==> config.mk <==
export PLATFORM = sky130hd
export DESIGN_NAME = ucsbece154_icache
export DESIGN_NICKNAME = d
export VERILOG_FILES = /design/src/rtl/ucsbece154_icache.sv
export SDC_FILE = /design/constraint.sdc
export NUM_CORES = 1
export LEC_CHECK = 0
export CORE_MARGIN = 1
export CORE_UTILIZATION = 30
export DETAILED_ROUTE_END_ITERATION = 8
export GPL_ROUTABILITY_DRIVEN = 0
export MAX_ROUTING_LAYER = met4
export PLACE_DENSITY = 0.46
export SYNTH_ARGS = -nofsm -noshare
export SYNTH_HDL_FRONTEND = slang
export SYNTH_SLANG_ARGS = --single-unit
==> constraint.sdc <==
create_clock -name clk -period 11.2 [get_ports clk]
set_input_delay 1.68 -clock clk [delete_from_list [all_inputs] [get_ports clk]]
set_output_delay 1.68 -clock clk [all_outputs]
set_load 0.02 [all_outputs]
==> src/rtl/ucsbece154_icache.sv <==
// ============================================================================
// ucsbece154_icache: direct-mapped I-cache with a critical-word-first refill
// engine. Revision: 1.0
// ============================================================================
`default_nettype none

module ucsbece154_icache #(
  parameter int NUM_SETS    = 8,
  parameter int BLOCK_WORDS = 4
) (
  input  logic        clk,
  input  logic        reset,
  input  logic        ReadEnable,
  input  logic [31:0] PCF,
  output logic [31:0] Instr,
  output logic        Stall,
  output logic        ReadRequest,
  output logic [31:0] ReadAddress,
  input  logic [31:0] DataIn,
  input  logic        DataReady
);

  localparam int LOGB = $clog2(BLOCK_WORDS);
  localparam int LOGS = $clog2(NUM_SETS);
  localparam int TAGW = 32 - LOGB - LOGS - 2;
  localparam logic [LOGB:0]   CNT_FULL = BLOCK_WORDS[LOGB:0];
  localparam logic [LOGB:0]   CNT_ONE  = 1;
  localparam logic [LOGB-1:0] PTR_ONE  = 1;

  typedef enum logic [1:0] {
    S_IDLE   = 2'd0,
    S_REQ    = 2'd1,
    S_REFILL = 2'd2
  } state_t;

  state_t state_q, state_d;
  logic [31:0]   miss_addr_q, miss_addr_d;
  logic [LOGB:0] ptr_q, ptr_d;
  logic [LOGB:0] cnt_q, cnt_d;

  logic [TAGW-1:0]        tag_q   [NUM_SETS];
  logic [31:0]            data_q  [NUM_SETS][BLOCK_WORDS];
  logic [BLOCK_WORDS-1:0] valid_q [NUM_SETS];

  logic [LOGB-1:0] w_wi;
  logic [LOGS-1:0] w_si;
  logic [TAGW-1:0] w_tag;
  logic [LOGS-1:0] w_miss_si;
  logic [LOGB-1:0] w_ptr_lo;
  logic [29:0]     w_fill_word;
  logic            w_hit, w_fill, w_fwd, w_miss_go;
  logic            w_unused;

  assign w_wi      = PCF[LOGB+1:2];
  assign w_si      = PCF[LOGB+LOGS+1:LOGB+2];
  assign w_tag     = PCF[31:LOGB+LOGS+2];
  assign w_miss_si = miss_addr_q[LOGB+LOGS+1:LOGB+2];
  assign w_ptr_lo  = ptr_q[LOGB-1:0];
  assign w_unused  = &{1'b0, PCF[1:0], ptr_q[LOGB]};

  assign w_hit  = valid_q[w_si][w_wi] && (tag_q[w_si] == w_tag);
  assign w_fill = (state_q != S_IDLE) && DataReady;

  // Word address of the beat being written this cycle; a fetch of exactly
  // that word is served straight from DataIn.
  assign w_fill_word = {miss_addr_q[31:LOGB+2], w_ptr_lo};
  assign w_fwd       = w_fill && (PCF[31:2] == w_fill_word);

  assign ReadRequest = (state_q == S_REQ);
  assign ReadAddress = miss_addr_q;

  always_comb begin
    state_d     = state_q;
    miss_addr_d = miss_addr_q;
    ptr_d       = ptr_q;
    cnt_d       = cnt_q;
    w_miss_go   = 1'b0;
    Instr       = '0;
    Stall       = 1'b0;
    case (state_q)
      S_IDLE: begin
        if (ReadEnable) begin
          if (w_hit) begin
            Instr = data_q[w_si][w_wi];
          end else begin
            Stall       = 1'b1;
            w_miss_go   = 1'b1;
            miss_addr_d = {PCF[31:2], 2'b00};
            ptr_d       = {1'b0, w_wi};
            cnt_d       = '0;
            state_d     = S_REQ;
          end
        end
      end
      S_REQ, S_REFILL: begin
        Stall = 1'b1;
        if (ReadEnable && w_fwd) begin
          Instr = DataIn;
          Stall = 1'b0;
        end else if (ReadEnable && w_hit) begin
          Instr = data_q[w_si][w_wi];
          Stall = 1'b0;
        end
        if (state_q == S_REQ) begin
          if (DataReady) begin
            ptr_d   = {1'b0, w_ptr_lo + PTR_ONE};
            cnt_d   = CNT_ONE;
            state_d = S_REFILL;
          end
        end else if (DataReady) begin
          ptr_d = {1'b0, w_ptr_lo + PTR_ONE};
          cnt_d = cnt_q + CNT_ONE;
          if (cnt_d == CNT_FULL) state_d = S_IDLE;
        end else begin
          // A short burst ends the refill; unreceived words stay invalid.
          state_d = S_IDLE;
        end
      end
      default: state_d = S_IDLE;
    endcase
    if (!reset) begin
      Instr = '0;
      Stall = 1'b0;
    end
  end

  always_ff @(posedge clk or negedge reset) begin
    if (!reset) begin
      state_q     <= S_IDLE;
      miss_addr_q <= '0;
      ptr_q       <= '0;
      cnt_q       <= '0;
      for (int s = 0; s < NUM_SETS; s++) valid_q[s] <= '0;
    end else begin
      state_q     <= state_d;
      miss_addr_q <= miss_addr_d;
      ptr_q       <= ptr_d;
      cnt_q       <= cnt_d;
      if (w_miss_go) valid_q[w_si] <= '0;
      if (w_fill)    valid_q[w_miss_si][w_ptr_lo] <= 1'b1;
    end
  end

  // Tag and data arrays carry no reset; the valid bits alone qualify them.
  always_ff @(posedge clk) begin
    if (w_miss_go) tag_q[w_si] <= w_tag;
    if (w_fill)    data_q[w_miss_si][w_ptr_lo] <= DataIn;
  end

endmodule

`default_nettype wire

Word-level counts from Yosys, hierarchy flattened
Memory sizes are Yosys's and may differ from the RTL's.
Cells that the tools add are included.
Cells by class
  magnitude comparators: 10
  $mul: 0
  mux-type cells: 52
  $add $sub $neg: 2
  divide/modulo/power cells: 0
  equality and inequality tests: 10
  shift operators: 0
  reduce and logical (&&, ||, !) cells: 16
  bitwise operators: 8
Operator list (number)
  $mux 32: 10
  $mux 128: 1
  $bmux 32 s2: 1
  $demux 32 s2: 1
  $pmux 32 s2: 1
  $and 32x32->32: 1
  $not 32->32: 1
  $or 32x32->32: 1
  $eq 30x30->1: 1
  $eq 25x25->1: 1
  $demux 4 s3: 2
  $mux 2: 9
  $mux 4: 4
  $mux 3: 5
  $bmux 4 s3: 1
  $mux 1: 11
  $logic_and 1x1->1: 9
  $ge 4x4->1 const B: 2
  $lt 4x1->1 const B: 2
  $not 3->4: 2
  $pmux 2 s2: 2
  $reduce_and 4->1: 2
  $ge 3x3->1 const B: 2
  $lt 2x3->1 const B: 2
  20 further kinds: 24
Word-level totals
  output and inout port bits: 66
  bits in writable memories: 1224
  memories: 2
  flip-flop bits (word level): 69
  logic and storage cells: 112
  bits in latches: 0
  memory bits (read-only): 0
  bits of input ports: 68
Memory list
  data_q: depth 8, bits a word 128, rd ports 1, clocked after Yosys merged registers in 0, write ports 1, RTL line 42  | logic [31:0] data_q [NUM_SETS][BLOCK_WORDS];
  tag_q: depth 8, bits a word 25, rd ports 1, clocked after Yosys merged registers in 0, write ports 1, RTL line 41  | logic [TAGW-1:0] tag_q [NUM_SETS];

Logic depth before layout (Yosys ltp)
  word-level depth: 13
  depth in mapped cells: 15
  gate-level depth less buffers: 10

Worst setup path before layout
OpenSTA, ideal clock, no wires.
  kind: input to output
  start point: in PCF[5]
  end point: out Instr[21]
  required time: 9.520 ns
  path buffers: 6
  arrival time: 4.710 ns
  stages: 11
  slack: 4.810 ns
  cells stage by stage: buf_2 -> buf_2 -> buf_4 -> buf_4 -> buf_2 -> buf_1 -> mux4_2 -> mux4_2 -> mux2_2 -> nand4_1 -> a21oi_1
On the way
  word-level cells in the longest chain between the ends: 12
  elaborated cells between the ends (all ways): 23
  classes of those cells: eq/ne: 2; mux: 14; bitwise: 1; reduce/logical: 4; memory: 2
RTL lines
  start, declared: RTL line 14  | input logic [31:0] PCF,
  $not 3->4 (implied by the code): RTL line 61  | assign w_hit = valid_q[w_si][w_wi] && (tag_q[w_si] == w_tag);
  $bmux 4 s3: RTL line 61
  $mux 4 (implied by the code) (2 in series): RTL line 61
  $bmux 1 s2: RTL line 61
  $mux 1 (implied by the code): RTL line 61
  $logic_and 1x1->1: RTL line 61
  $logic_and 1x1->1: RTL line 100  | end else if (ReadEnable && w_hit) begin
  $mux 32: RTL line 100
  $mux 32: RTL line 97  | if (ReadEnable && w_fwd) begin
  $pmux 32 s2 *: RTL line 80  | case (state_q)
  $mux 32 *: RTL line 121  | if (!reset) begin
  end, declared: RTL line 15  | output logic [31:0] Instr,
Mark *: on every way between the ends. The rest lies on a longest branch, timed or not. The select of a mux whose other input is x is not followed.

Final worst setup path
  start point: in PCF[4]
  end point: out Instr[0]
The elaborated chain is that of the path after synthesis.

==> impl_summary.md <==
Run status
The run finished with clean final reports.

Timing
Based on the critical path, the design can be clocked at up to 0.118 GHz. Dividing the final minimum period by the clock period gives 75.8%. The count of endpoints failing setup in the final report is 0. Setup repair after global routing left no endpoint under its margin.

The final total negative setup slack is 0 ns. Headroom to the max-slew limit came out at 14.1%. The count of pins over their slew limit was 0. For the pin with the worst max-slew slack, the measured transition is 1.28 ns. The time the final worst path needs with I/O delays and setup is about 8.5 ns. The clock skew after layout is 0.0422 ns. The final number of hold-violating endpoints is 0. Once routing completed, OpenROAD measured the worst setup slack at around 2.7 ns.

Cells and area
Counting the fill cells in the layout gives 15600. In the final layout, the share of cells above drive strength 1 is between 20 and 30%. The cell area after layout is around 60000 um^2. The count of nets after finishing is between 2000 and 3000. The signed area change from the synthesized netlist to the final layout is 17.1%.

Worst hold path
The critical hold path startpoint is valid_q[28]. Counting instances, the worst hold path has a depth of 1. The worst min-delay path class is reg2reg. For hold timing, the worst endpoint is valid_q[28].

Synth
The number of different library cells used by synthesis comes to 61. The number of warnings reported in the yosys synthesis log is 0. The synthesized area per cell is 22.2 um^2. Sequential cells were found to cover about three quarters of the synthesized design area. The mapped cell area is between 50000 and 60000 um^2.

The share of synthesized area in the top cell type comes to 71.9%. Yosys mapped a number of flops with a built-in enable equal to 1224. The number of instances in the synthesized netlist is 2309. Among all flip-flop cells after synthesis, the most frequent one is edfxtp_1. The flop and latch count out of synthesis is about 1300. Yosys attributes the largest share of cell area to edfxtp_1 72%, mux4_2 16%, dfrtp_1 3.4%, mux2_2 0.95%, mux2i_1 0.90%.

The library cell with the largest summed area after synthesis is edfxtp_1. The fraction of registers with async set or reset after synthesis is 5.34%.

Clocking
The number of gates resized after CTS is 0. The TritonCTS buffer count is 145. The later pin in the worst-skew pair is clocked with a latency of 0.79 ns. Hold repair after CTS inserted 0 buffers. The CTS root buffer is clkbuf_16. The level count of the clock H-tree is 4.

Clock-pin slew was measured on the worst setup and hold paths at ~0.06 ns. The setup fix buffers added after clock tree synthesis is 0. The TritonCTS clock tree is built. The TritonCTS sink count is 1293. The maximum count of clock buffers along a single path is 3.

Power
The switching share of power is 25.1%. The peak supply drop is between 100 and 150 uV. The portion of total power attributed to sequential cells is 49.2%. The static leakage is 18.7 nW. The clock network accounts for around two fifths of the total power. Summed over all nets, the switching power comes to 0.00291 W. The power density relative to cell area is 194 nW/um^2. The proportion of power drawn by combinational gates is 12.1%.

The internal portion of the total power is about 0.0087 W.

Worst setup path
Across all register-to-register paths, the minimum setup slack is 6.71 ns. The worst-case reg-to-reg path depth is 10. The most frequent cell on the critical path is buf_4. The launch instance of the worst register-to-register path is tag_q[4][2]. Traced cell by cell, the critical path runs through buf_8 > buf_4 > mux2_2 > o22ai_1 > o31ai_1 > a31oi_1 > or4b_4 > nor4_4 > buf_4 > nand4_1 > a21oi_1 > clkdlybuf4s50_1. The standard cell with the maximum stage delay on the critical path is clkdlybuf4s50_1. The critical path launch point type is an input port. The critical path is of the in2out type.

The element type at the critical path end is an output port. For this run, the slowest stage of the critical path takes ~0.71 ns. The endpoint required time on the critical path is 9.52 ns. The endpoint of the most critical register-to-register path is tag_q[4][22].

The launch point of the worst path is PCF[4]. The arrival time at the worst endpoint is 6.81 ns. The maximum fanout along the worst path is 88.

Routing
The total number of vias is 24500. The wire length reported by the detailed router is roughly 140000 um. The detailed router finished its first iteration with about 2100 violations.

Before antenna repair, the detailed router went through 7 iterations. The detail-routed via count per cell is 5.04. Dividing the detail-routed wire length by the instance count gives around 29 um. The post-route antenna net violation count is 0.

In the routed design, unresolved DRC markers number 0.

Die
The vertical die dimension is 415 um. From left edge to right edge, the die measures ~410 um. The effective utilization at floorplan is 30.2%. For this design the top-level I/O count stands at 134.

The initialized floorplan defines 151 standard-cell rows. The floorplan step defined a die boundary enclosing 172000 um^2. The floorplan step defined a core boundary enclosing 169000 um^2.

Global route
The sum of overflow across all layers after global routing is 0. The initial antenna violation count is 5. The via count of the first global-routing pass is ~26000. The aggregate global-route resource usage is roughly 17%. Entering global routing, the biggest net connects 97 pins.

The first global-routing pass estimated 196000 um of wire.

Place
The placement-stage worst setup slack is 2.50 ns. The half-perimeter wire length of the detailed placement result is 71100 um. The count of input and output buffers is 129. The placement-stage cell area is 55400 um^2.

Flow run
Across the run, the number of max-cap violations was 0.
[worst max-delay path by stage]
stage	slack (ns)	to
2_1_floorplan	4.81	Instr[21]
3_3_place_gp	2.53	Instr[30]
3_5_place_dp	2.50	Instr[0]
4_1_cts	2.48	Instr[0]
5_1_grt	2.47	Instr[0]
6_report	2.71	Instr[0]
[critical path, delay by kind of cell]
family | cells | cell delay [ns]
AOI/OAI and AO/OA | 4 | 1.09
buffers and inverters | 4 | 2.51
muxes | 1 | 0.25
and+or+nand+nor | 3 | 1.13
[state kept, by name, indices dropped and copies added (netlist names)]
name	count
data_q	1024
ptr_q	2
ReadAddress	30
tag_q	200
cnt_q	3
state_q	2
valid_q	32
[through the flow]
step	power (W)	hold slack, ns	cells	utilization, %
2_1_floorplan	0.00659	0.465	2310	-
3_3_place_gp	0.00721	0.476	4591	32.7
3_5_place_dp	0.00725	0.483	4591	32.7
4_1_cts	0.0118	0.499	4856	35.4
5_1_grt	0.0120	0.519	4858	35.4
6_report	0.0116	0.498	4858	35.4
[Yosys cell counts (all sizes together), types with 11 or more instances]
cell and count:
dfrtp 69, inv 11, mux2i 46, buf 65, o32a 16, mux2 73, clkbuf 68, a21oi 40
edfxtp 1224, a31oi 18, nor2 66, nand4 44, xor2 19, xnor2 30, nand2 48, mux4 359
[layout by cell type (no fill, tap or decap), drive strengths merged, types with 3 or more instances in the layout]
cell	n
a21o	3
a21oi	40
a22o	3
a31oi	18
and3	5
and4	3
buf	74
bufinv	5
clkbuf	188
clkdlybuf4s50	122
clkinv	64
clkinvlp	3
dfrtp	69
edfxtp	1224
ha	9
inv	16
mux2	73
mux2i	46
mux4	359
nand2	48
nand2b	6
nand3	8
nand4	44
nor2	66
nor2b	5
nor3	9
nor4	6
nor4b	3
o21a	3
o21ai	5
o22a	4
o22ai	9
o2bb2ai	3
o32a	16
or2	3
or3	3
xnor2	30
xor2	19
[power by group through the flow]
stage | combinational [W] | clock, W | sequential [W]
finish | 0.00140 | 0.00451 | 0.00571
CTS | 0.00144 | 0.00462 | 0.00572
floorplan | 0.000761 | 0 | 0.00583
detailed placement | 0.00143 | 0 | 0.00582
global placement | 0.00142 | 0 | 0.00580
global route | 0.00150 | 0.00478 | 0.00574
[final cells by class]
class                      count  area [um^2]  share of cell area (%)
sequential                  1293        38500                    64.3
multi-input combinational    873        12200                    20.5
clock buffer                 188         3870                    6.47
tap                         2218         2780                    4.63
timing repair buffer         196         1810                    3.02
clock inverter                77          644                    1.08
inverter                      11         41.3                  0.0690
antenna                        2         5.00                 0.00836
[cell families after synthesis]
| kind of cell | share of synthesized area (%) |
|---|---|
| xor+xnor | 0.839 |
| compound gates | 1.58 |
| mux | 18.6 |
| other cells | 0.00733 |
| fa+ha+maj | 0.220 |
| flops | 75.2 |
| simple gates | 2.21 |
| buf+inv | 1.36 |
[per-layer routing]
layer	global-route usage [%]	vias to the layer above	share of wire, %
met5	-	-	0
met4	3.40	0	1.5
met3	2.40	172	4.1
met2	27.5	633	51
met1	21.8	13500	43
li1	-	10200	-
No activity file was read; power rests on OpenSTA's default activity.
